===== config.mk =====
export PLATFORM = sky130hd
export DESIGN_NAME = timer_cmp64
export DESIGN_NICKNAME = d
export VERILOG_FILES = /design/src/rtl/timer_pkg.sv /design/src/rtl/timer_cmp64_regs.sv /design/src/rtl/timer_cmp64.sv
export SDC_FILE = /design/constraint.sdc
export NUM_CORES = 1
export LEC_CHECK = 0
export ABC_AREA = 1
export CAP_MARGIN = 15
export CELL_PAD_IN_SITES_DETAIL_PLACEMENT = 0
export CELL_PAD_IN_SITES_GLOBAL_PLACEMENT = 1
export CORE_UTILIZATION = 38
export CTS_CLUSTER_SIZE = 28
export DETAILED_ROUTE_END_ITERATION = 12
export GPL_TIMING_DRIVEN = 1
export MAX_ROUTING_LAYER = met4
export PLACE_DENSITY_LB_ADDON = 0.08
export SYNTH_ARGS = -nofsm -noshare
export SYNTH_HDL_FRONTEND = slang
export SYNTH_SLANG_ARGS = --single-unit

===== constraint.sdc =====
create_clock -name clk -period 2.4 [get_ports clk]
set_input_delay 0.24 -clock clk [delete_from_list [all_inputs] [get_ports clk]]
set_output_delay 0.24 -clock clk [all_outputs]
set_load 0.02 [all_outputs]

===== src/rtl/timer_pkg.sv =====
// timer_pkg
//   Shared constants for the timer compare unit: register byte offsets,
//   CTRL bit positions and the compare register reset value.
//   Build option: TIMER_CMP_PERIODIC_EN enables the PERIOD register and
//   periodic auto-advance in the modules that import this package.
package timer_pkg;

  localparam logic [3:0] TMR_OFS_CMP_LO = 4'h0;
  localparam logic [3:0] TMR_OFS_CMP_HI = 4'h4;
  localparam logic [3:0] TMR_OFS_CTRL   = 4'h8;
  localparam logic [3:0] TMR_OFS_PERIOD = 4'hC;

  localparam int CTRL_EN_BIT       = 0;
  localparam int CTRL_PERIODIC_BIT = 1;
  localparam int CTRL_PEND_BIT     = 8;

  localparam logic [63:0] CMP_RESET_VAL = 64'hFFFF_FFFF_FFFF_FFFF;

endpackage


===== src/rtl/timer_cmp64_regs.sv =====
// timer_cmp64_regs
//   Register file of the 64-bit compare unit: compare shadow/commit, CTRL
//   bits, optional PERIOD register and the registered read mux.
//   Build option: TIMER_CMP_PERIODIC_EN (PERIOD register and PERIODIC bit).
// Ports:
//   clk, rst_n            clock, asynchronous active-low reset
//   wen, ren, addr_ofs    bus write/read strobes and byte offset
//   data_i                write data
//   pend_set              hardware match, sets PEND
//   en_clr                one-shot match, clears EN
//   adv_valid, adv_cmp    periodic advance request and the advanced compare
//   period                PERIOD register (periodic build only)
//   cmp, en, periodic     committed compare value and CTRL bits
//   pend                  pending flag
//   data_o                registered read data
module timer_cmp64_regs (
  input  logic        clk,
  input  logic        rst_n,
  input  logic        wen,
  input  logic        ren,
  input  logic [3:0]  addr_ofs,
  input  logic [31:0] data_i,
  input  logic        pend_set,
  input  logic        en_clr,
  input  logic        adv_valid,
  input  logic [63:0] adv_cmp,
`ifdef TIMER_CMP_PERIODIC_EN
  output logic [31:0] period,
`endif
  output logic [63:0] cmp,
  output logic        en,
  output logic        periodic,
  output logic        pend,
  output logic [31:0] data_o
);
  import timer_pkg::*;

  logic [31:0] cmp_lo_shd;
  logic [31:0] rdata;
  logic        wr_lo;
  logic        wr_hi;
  logic        wr_ctrl;

  assign wr_lo   = wen && (addr_ofs == TMR_OFS_CMP_LO);
  assign wr_hi   = wen && (addr_ofs == TMR_OFS_CMP_HI);
  assign wr_ctrl = wen && (addr_ofs == TMR_OFS_CTRL);

  // The low word is only staged; the high-word write commits both halves
  // together so the comparator never sees a half-updated compare value.
  // A software commit overrides a same-cycle periodic advance.
  always_ff @(posedge clk or negedge rst_n) begin
    if (!rst_n) begin
      cmp_lo_shd <= '0;
      cmp        <= CMP_RESET_VAL;
    end else begin
      if (wr_lo)
        cmp_lo_shd <= data_i;
      if (wr_hi)
        cmp <= {data_i, cmp_lo_shd};
      else if (adv_valid)
        cmp <= adv_cmp;
    end
  end

  // Software CTRL write beats the one-shot EN clear; a match beats a
  // software PEND clear so an event is never lost.
  always_ff @(posedge clk or negedge rst_n) begin
    if (!rst_n) begin
      en   <= 1'b0;
      pend <= 1'b0;
    end else begin
      if (wr_ctrl)
        en <= data_i[CTRL_EN_BIT];
      else if (en_clr)
        en <= 1'b0;
      if (pend_set)
        pend <= 1'b1;
      else if (wr_ctrl && data_i[CTRL_PEND_BIT])
        pend <= 1'b0;
    end
  end

`ifdef TIMER_CMP_PERIODIC_EN
  logic wr_per;
  assign wr_per = wen && (addr_ofs == TMR_OFS_PERIOD);

  always_ff @(posedge clk or negedge rst_n) begin
    if (!rst_n) begin
      periodic <= 1'b0;
      period   <= '0;
    end else begin
      if (wr_ctrl)
        periodic <= data_i[CTRL_PERIODIC_BIT];
      if (wr_per)
        period <= data_i;
    end
  end
`else
  assign periodic = 1'b0;
`endif

  // Read mux uses the pre-edge register values, so a same-cycle write to
  // the register being read is not visible in this read.
  always_comb begin
    rdata = '0;
    case (addr_ofs)
      TMR_OFS_CMP_LO: rdata = cmp[31:0];
      TMR_OFS_CMP_HI: rdata = cmp[63:32];
      TMR_OFS_CTRL: begin
        rdata[CTRL_EN_BIT]       = en;
        rdata[CTRL_PERIODIC_BIT] = periodic;
        rdata[CTRL_PEND_BIT]     = pend;
      end
`ifdef TIMER_CMP_PERIODIC_EN
      TMR_OFS_PERIOD: rdata = period;
`endif
      default: rdata = '0;
    endcase
  end

  always_ff @(posedge clk or negedge rst_n) begin
    if (!rst_n)
      data_o <= '0;
    else
      data_o <= ren ? rdata : 32'd0;
  end

endmodule


===== src/rtl/timer_cmp64.sv =====
// timer_cmp64
//   Memory-mapped 64-bit compare/interrupt unit beside the free-running
//   64-bit timer. Raises a level interrupt when the timer count reaches the
//   committed compare value; optionally re-arms by adding PERIOD.
//   Build option: TIMER_CMP_PERIODIC_EN (PERIOD register, PERIODIC bit and
//   the 64-bit advance adder). Without it every match is one-shot.
// Ports:
//   clk, rst_n            clock, asynchronous active-low reset
//   wen, ren              register write/read strobes
//   addr_ofs              register byte offset (0x0,0x4,0x8,0xC)
//   data_i                write data
//   time_i                current timer count (same clock domain)
//   data_o                registered read data (one cycle after ren)
//   irq_o                 level interrupt, equal to PEND
module timer_cmp64 (
  input  logic        clk,
  input  logic        rst_n,
  input  logic        wen,
  input  logic        ren,
  input  logic [3:0]  addr_ofs,
  input  logic [31:0] data_i,
  input  logic [63:0] time_i,
  output logic [31:0] data_o,
  output logic        irq_o
);
  import timer_pkg::*;

  logic [63:0] cmp;
  logic [63:0] adv_cmp;
  logic        en;
  logic        periodic;
  logic        pend;
  logic        match;
  logic        adv_valid;
  logic        en_clr;
`ifdef TIMER_CMP_PERIODIC_EN
  logic [31:0] period;
`endif

  timer_cmp64_regs u_regs (
    .clk       (clk),
    .rst_n     (rst_n),
    .wen       (wen),
    .ren       (ren),
    .addr_ofs  (addr_ofs),
    .data_i    (data_i),
    .pend_set  (match),
    .en_clr    (en_clr),
    .adv_valid (adv_valid),
    .adv_cmp   (adv_cmp),
`ifdef TIMER_CMP_PERIODIC_EN
    .period    (period),
`endif
    .cmp       (cmp),
    .en        (en),
    .periodic  (periodic),
    .pend      (pend),
    .data_o    (data_o)
  );

  assign match = en && (time_i >= cmp);

  // Advance wraps mod 2^64; PERIOD = 0 leaves cmp in place so the unit
  // matches every cycle while enabled.
`ifdef TIMER_CMP_PERIODIC_EN
  assign adv_cmp = cmp + {32'd0, period};
`else
  assign adv_cmp = cmp;
`endif

  assign adv_valid = match && periodic;
  assign en_clr    = match && !periodic;
  assign irq_o     = pend;

endmodule


==> out/results.ini <==
[global_routing]
antenna_found_initial = 0
grt_use_total = 0.207
grt_max_degree = 73
grt_pass1_wl_um = 27500
grt_pass1_vias = 5489
grt_overflow_total = 0

[sta]
period_share = 0.868
setup_viol = 0
tightest_slew_ns = 0.609
rsz0062_at_grt = false
slew_headroom = 0.594
hold_viol = 0
fin_ws_ns = 0.317
finClkSkew_ns = 0.00860
finalSetupTns_ns = 0
fin_crit_ns = 2.08
slew_violations = 0
max_freq_ghz = 0.480

[layout]
regArea_um2 = 3330
drive_above_1_share = 0.120
fill_cells = 1613
multi_input_area_um2 = 2770
area_delta_synth_final_pct = 35.0
num-nets-final = 1090
antenna_cells = 0

[synth]
yosysSeqAreaShare = 0.502
synth_top_cell_by_area = dfstp_2
yosys.cell_types.count = 23
syn_nets = 951
synthTopCellsByArea = dfstp_2 (25%), dfrtp_1 (25%), ha_1 (12%), nand2_1 (12%), a21oi_1 (6.8%)
ys_seq_elements = 130
synth_ff_type = dfrtp_1
postSynth.asyncResetShare = 1.00
synth-edff-count = 0
synth.cell_area_um2 = 6640
syn-instance-count = 783
syn_avg_cell_area_um2 = 8.47
synth_top_area_share = 0.253
yosysWarnings = 0

[floorplanning]
io_pins = 137
die-width_um = 134
die_area_um2 = 18000
row_count = 47
die_h_um = 134
start_util = 0.395
core_um2 = 16800

[setup_path]
startpoint = u_regs.cmp[55]
path_class = reg -> reg
start_kind = register
r2r-end = u_regs.en
r2r_cells = 11
crit_fanout = 3
crit_path_end = u_regs.en
rrSetupSlack_ns = 0.32
r2r-start = u_regs.cmp[55]
critPathArrivalTime_ns = 2.38
cp.required_ns = 2.70
crit_path_end_kind = register

[clocking]
path_clk_slew_ns = 0.06
clock_sinks = 130
insertion_delay_ns = 0.42
cts_tree = built
clockBufferDepth = 2
cts_buffers = 17
ctsRootBufferMaster = clkbuf_16
cts_setup_buffers = 0
htree_levels = 4

[place]
port_buffers = 136
gp_congestion = 0.784
dp_slack_ns = 0.134
place_hpwl_um = 12100

[route]
drt_iter0_drc = 260
routedWlPerCell_um = 14.7
routed_wl_um = 17000
ant_nets = 0
vias_per_cell = 4.69
dr.pass1.iters = 4
vias = 5414
drc = 0

[flow_run]
cap_violations = 0

[power]
power.total_uw = 7230
p_per_area_nw_per_um2 = 807
p_leak_uw = 0.00430
peakVddDrop_mv = 0.574

[outcome]
status = finished clean

[hold_path]
hold_class = in -> async

final cells by class:
class	instances	share of cell area
Sequential cell	130	0.372
Multi-Input combinational cell	510	0.309
Timing Repair Buffer	148	0.168
Tap cell	220	0.0307
Clock buffer	22	0.0518
Inverter	115	0.0482
Clock inverter	10	0.0201
worst max-delay path: stages (launching register included):
cell and delay (ns):
dfstp_2 0.54, inv_1 0.05, ha_1 0.28, nand2_1 0.07, nor2_1 0.22, nand2_1 0.10
nor3_2 0.22, nand2_1 0.10, nor3_1 0.17, nand2_1 0.10, nand3b_1 0.09, nand2_1 0.05
kinds of logic after synthesis:
kind of cell,Yosys count,share of synthesized area
AND/OR/NAND/NOR,277,0.164
AO/OA/AOI/OAI,168,0.129
buffers and inverters,143,0.0822
flip-flops,130,0.502
adder cells (fa/ha/maj),64,0.121
multiplexers,1,0.00170
cell usage in the layout, fill, tap and decap left out, drive strengths merged:
cell type	n
nand4	2
nand3	7
dlygate4sd3	1
a21o	2
clkbuf	22
clkinvlp	2
o21ai	72
mux2	1
o21a	2
buf	12
clkdlybuf4s50	135
nor3	5
dfrtp	66
nand3b	1
nand2	209
o211ai	2
dfstp	64
a21oi	90
nor2	53
inv	115
bufinv	5
ha	64
clkinv	3
flip-flops by register name, summed over array words and instances, names as in the netlist:
register and flops:
u_regs.cmp_lo_shd 32, u_regs.data_o 32, u_regs.en 1, u_regs.cmp 64, u_regs.pend 1
layer usage:
layer / GRT usage / vias up / part of all wire
met5: - / - / 0
met4: 0.0456 / 0 / 0.0079
met3: 0.0454 / 11 / 0.038
met2: 0.349 / 108 / 0.49
met1: 0.253 / 2529 / 0.46
li1: - / 2766 / -
cell usage after synthesis, types with 3 or more instances:
cell and count:
nor2_1 53, clkbuf_1 23, nor3_1 3, dfrtp_1 66, ha_1 64, dfstp_2 64
o21ai_1 4, inv_1 113, nand2_1 208, buf_2 4, nand3_1 7, o21ai_0 68
a21oi_1 90
worst min-delay path by stage:
stage                                        to  startpoint  slack (ns)  depth (start not counted)
after detailed placement  u_regs.cmp_lo_shd[10]       rst_n        0.28                          1
after global routing             u_regs.cmp[52]  data_i[20]        0.36                          3
after floorplan            u_regs.cmp_lo_shd[0]       rst_n       -0.06                          0
final                     u_regs.cmp_lo_shd[10]       rst_n        0.37                          2
after CTS                        u_regs.cmp[52]  data_i[20]        0.36                          3
after global placement    u_regs.cmp_lo_shd[10]       rst_n        0.28                          1
through the flow:
step | instances | hold slack, ns | utilization | area (µm²)
global route | 1155 | 0.365 | 0.532 | 8950
floorplan | 783 | -0.0556 | - | 6640
detailed placement | 1122 | 0.282 | 0.493 | 8300
global placement | 1122 | 0.276 | 0.493 | 8300
finish | 1155 | 0.365 | 0.532 | 8950
CTS | 1155 | 0.358 | 0.532 | 8950
where the power goes:
part / leakage (µW) / switching [µW] / internal (µW)
logic: 0.00244 / 781 / 644
clock network: 0.000310 / 938 / 1890
registers: 0.00155 / 225 / 2750
timing repair:
action                     in CTS  in global routing
setup endpoints to repair       0                  2
hold buffers                    1                  0
resized for setup               0                  1
hold endpoints to repair       19                  0
Note: power is estimated with default switching activity, not from simulation.
==> RTL change, RTL diff (config.mk and constraints unchanged) <==
Add a define of `TIMER_CMP_PERIODIC_EN`.
--- a/src/rtl/timer_cmp64_regs.sv
+++ b/src/rtl/timer_cmp64_regs.sv
@@ -14,4 +14,6 @@
 //   pend                  pending flag
 //   data_o                registered read data
+`define TIMER_CMP_PERIODIC_EN
+
 module timer_cmp64_regs (
   input  logic        clk,
Function: changed (a bounded check fails within 4 cycles, from zero or initial values and one cycle with rst_n low).
==> RTL change against the unedited design <==
  * The run now ends with negative setup slack left
  * Count of clock-buffer cells in the layout is 3 lower
  * Wire length increased to 3.3 times the old value
  * Cell area rose by 120%
  * Synthesized cell count grew to 2.6 times the old value
  * Synthesized area is 97% higher
  * Largest cell class is now multi-input combinational cells
  * Clock power shrank 4%
  * Total power is 120% higher
  * Sequential cell count increased by 33
  * Utilization is 4.7 points higher
  * Setup slack worse by 0.38 ns
  * Critical endpoint is now u_regs.cmp[53]
==> RTL change: results (changes against the unedited design) <==
- Status: complete, but fails checks (was completed)
- Failing checks: negative setup slack
- Cells taking the most area after synthesis: nand2_1, dfrtp_1, dfstp_2 (was dfstp_2, dfrtp_1, ha_1)
- Worst VDD drop: 530 uV (was 574 uV)
- Vias in the first global route: 14000 (was 5489)
- Met2 WL: 25.3 mm (was 8.39 mm)
- FF-to-FF End: u_regs.cmp[53] (was u_regs.en)
- CP top delay family: simple AND/OR/NAND/NOR gates (unchanged)
- Initial antenna violation count: 1 (was 0)
- # setup viols final: 64 (was 0)
- Worst Setup SP: u_regs.cmp[21] (was u_regs.cmp[55])
- Routed wl met3: 3.02 mm (was 650 um)
- First-pass GRT wire length: 83.8 mm (was 27.5 mm)
- Clk_lat worst skew: 0.47 ns (was 0.42 ns)
- Met3 global-route usage: 0.0454 (about the same)
- CP max FO: 8 (was 3)
- Leakage Power: 9.86 nW (was 4.30 nW)
- Tightest Pin Transition: 0.673 ns (was 0.609 ns)
- Final GP Congestion: 1.03 (was 0.784)
- Largest net degree at the start of global routing: 79 (was 73)
- Met2 usage: 0.512 (was 0.349)
- Drt pass-1 iters: 5 (was 4)
- Synth warnings: 0 (unchanged)
- Area after DPL: 16900 um^2 (was 8300 um^2)
- Seq/Total Area, Yosys: 0.318 (was 0.502)
- Synth top cells by count: nand2_1, inv_1, nand3_1 (was nand2_1, inv_1, a21oi_1)
- Total track usage: 0.330 (was 0.207)
- Yosys cell types: 38 (was 23)
- Routed wire length: 55.5 mm (was 17.0 mm)
- CTS root buf: clkbuf_16 (unchanged)
- Setup TNS: -2.49 ns (was 0 ns)
- Worst path max stage delay: 0.58 ns (was 0.54 ns)
- Routed WL per cell: 19.1 um (was 14.7 um)
- Met1 Routed Length: 26.1 mm (was 7.81 mm)
- Routing usage on met1: 0.456 (was 0.253)
- Fraction of layout cells with a size suffix above 1: 0.305 (was 0.120)
- Final WS setup: -0.0613 ns (was 0.317 ns)
- Placed Cells: 2833 (was 1122)
- DP Worst Slack: -0.502 ns (was 0.134 ns)
- Initial DRC Count: 918 (was 260)
- Syn Nets: 2229 (was 951)
- Vias/cell: 5.03 (was 4.69)
- Clk_skew: 0.0106 ns (was 0.00860 ns)
- Post-synthesis cell count: 2028 (was 783)
- HPWL after DPL: 42.3 mm (was 12.1 mm)
- Fin nets: 2644 (was 1090)
- Crit path max-delay cell type: dfstp_2 (unchanged)
-- RTL change: repair_timing --
| action | 4_1_cts | 5_1_grt |
|---|---|---|
| hold buffers | 1 | 0 |
| gates cloned | 6 | 1 |
| hold endpoints to repair | 26 | 0 |
| endpoints found under the setup margin | 66 | 64 |
| pin swaps | 29 | 57 |
| gates resized for setup | 180 | 218 |
| buffers inserted | 10 | 25 |
-- RTL change: how the worst max path moves through the flow --
stage                                end  slack, ns
after floorplan           u_regs.cmp[40]       0.07
after global placement     u_regs.cmp[0]      -0.47
after detailed placement   u_regs.cmp[0]      -0.50
after CTS                 u_regs.cmp[32]      -0.10
after global routing      u_regs.cmp[23]      -0.17
final                     u_regs.cmp[53]      -0.06
-- RTL change: layout make-up --
cell class | count | area (um^2)
Clock buffer | 19 | 453
Clock inverter | 13 | 100
Fill cell | 3368 | 14200
Inverter | 337 | 1270
Multi-Input combinational cell | 1470 | 8910
Sequential cell | 163 | 4160
Tap cell | 448 | 561
Timing Repair Buffer | 454 | 4090
-- RTL change: power breakdown --
part           total [mW]  internal, mW  switching, mW  leakage, nW
clock network        2.71          1.39           1.32        0.259
logic                9.17          4.28           4.89         7.64
registers            4.03          3.53          0.505         1.96
total                15.9          9.20           6.72         9.86
-- RTL change: cell families (layout without fill, tap and decap cells) --
| group | after synthesis | count (layout) | share of synthesized area |
|---|---|---|---|
| buf+inv | 395 | 823 | 0.122 |
| flops | 163 | 163 | 0.318 |
| xor+xnor | 26 | 26 | 0.0174 |
| simple gates | 1144 | 1144 | 0.360 |
| compound gates | 203 | 203 | 0.0893 |
| fa+ha+maj | 97 | 97 | 0.0935 |
-- RTL change: through the flow --
step	hold WS [ns]	util
finish	0.279	0.580
global route	0.298	0.580
CTS	0.281	0.549
detailed placement	0.202	0.502
global placement	0.204	0.502
floorplan	-0.0556	-
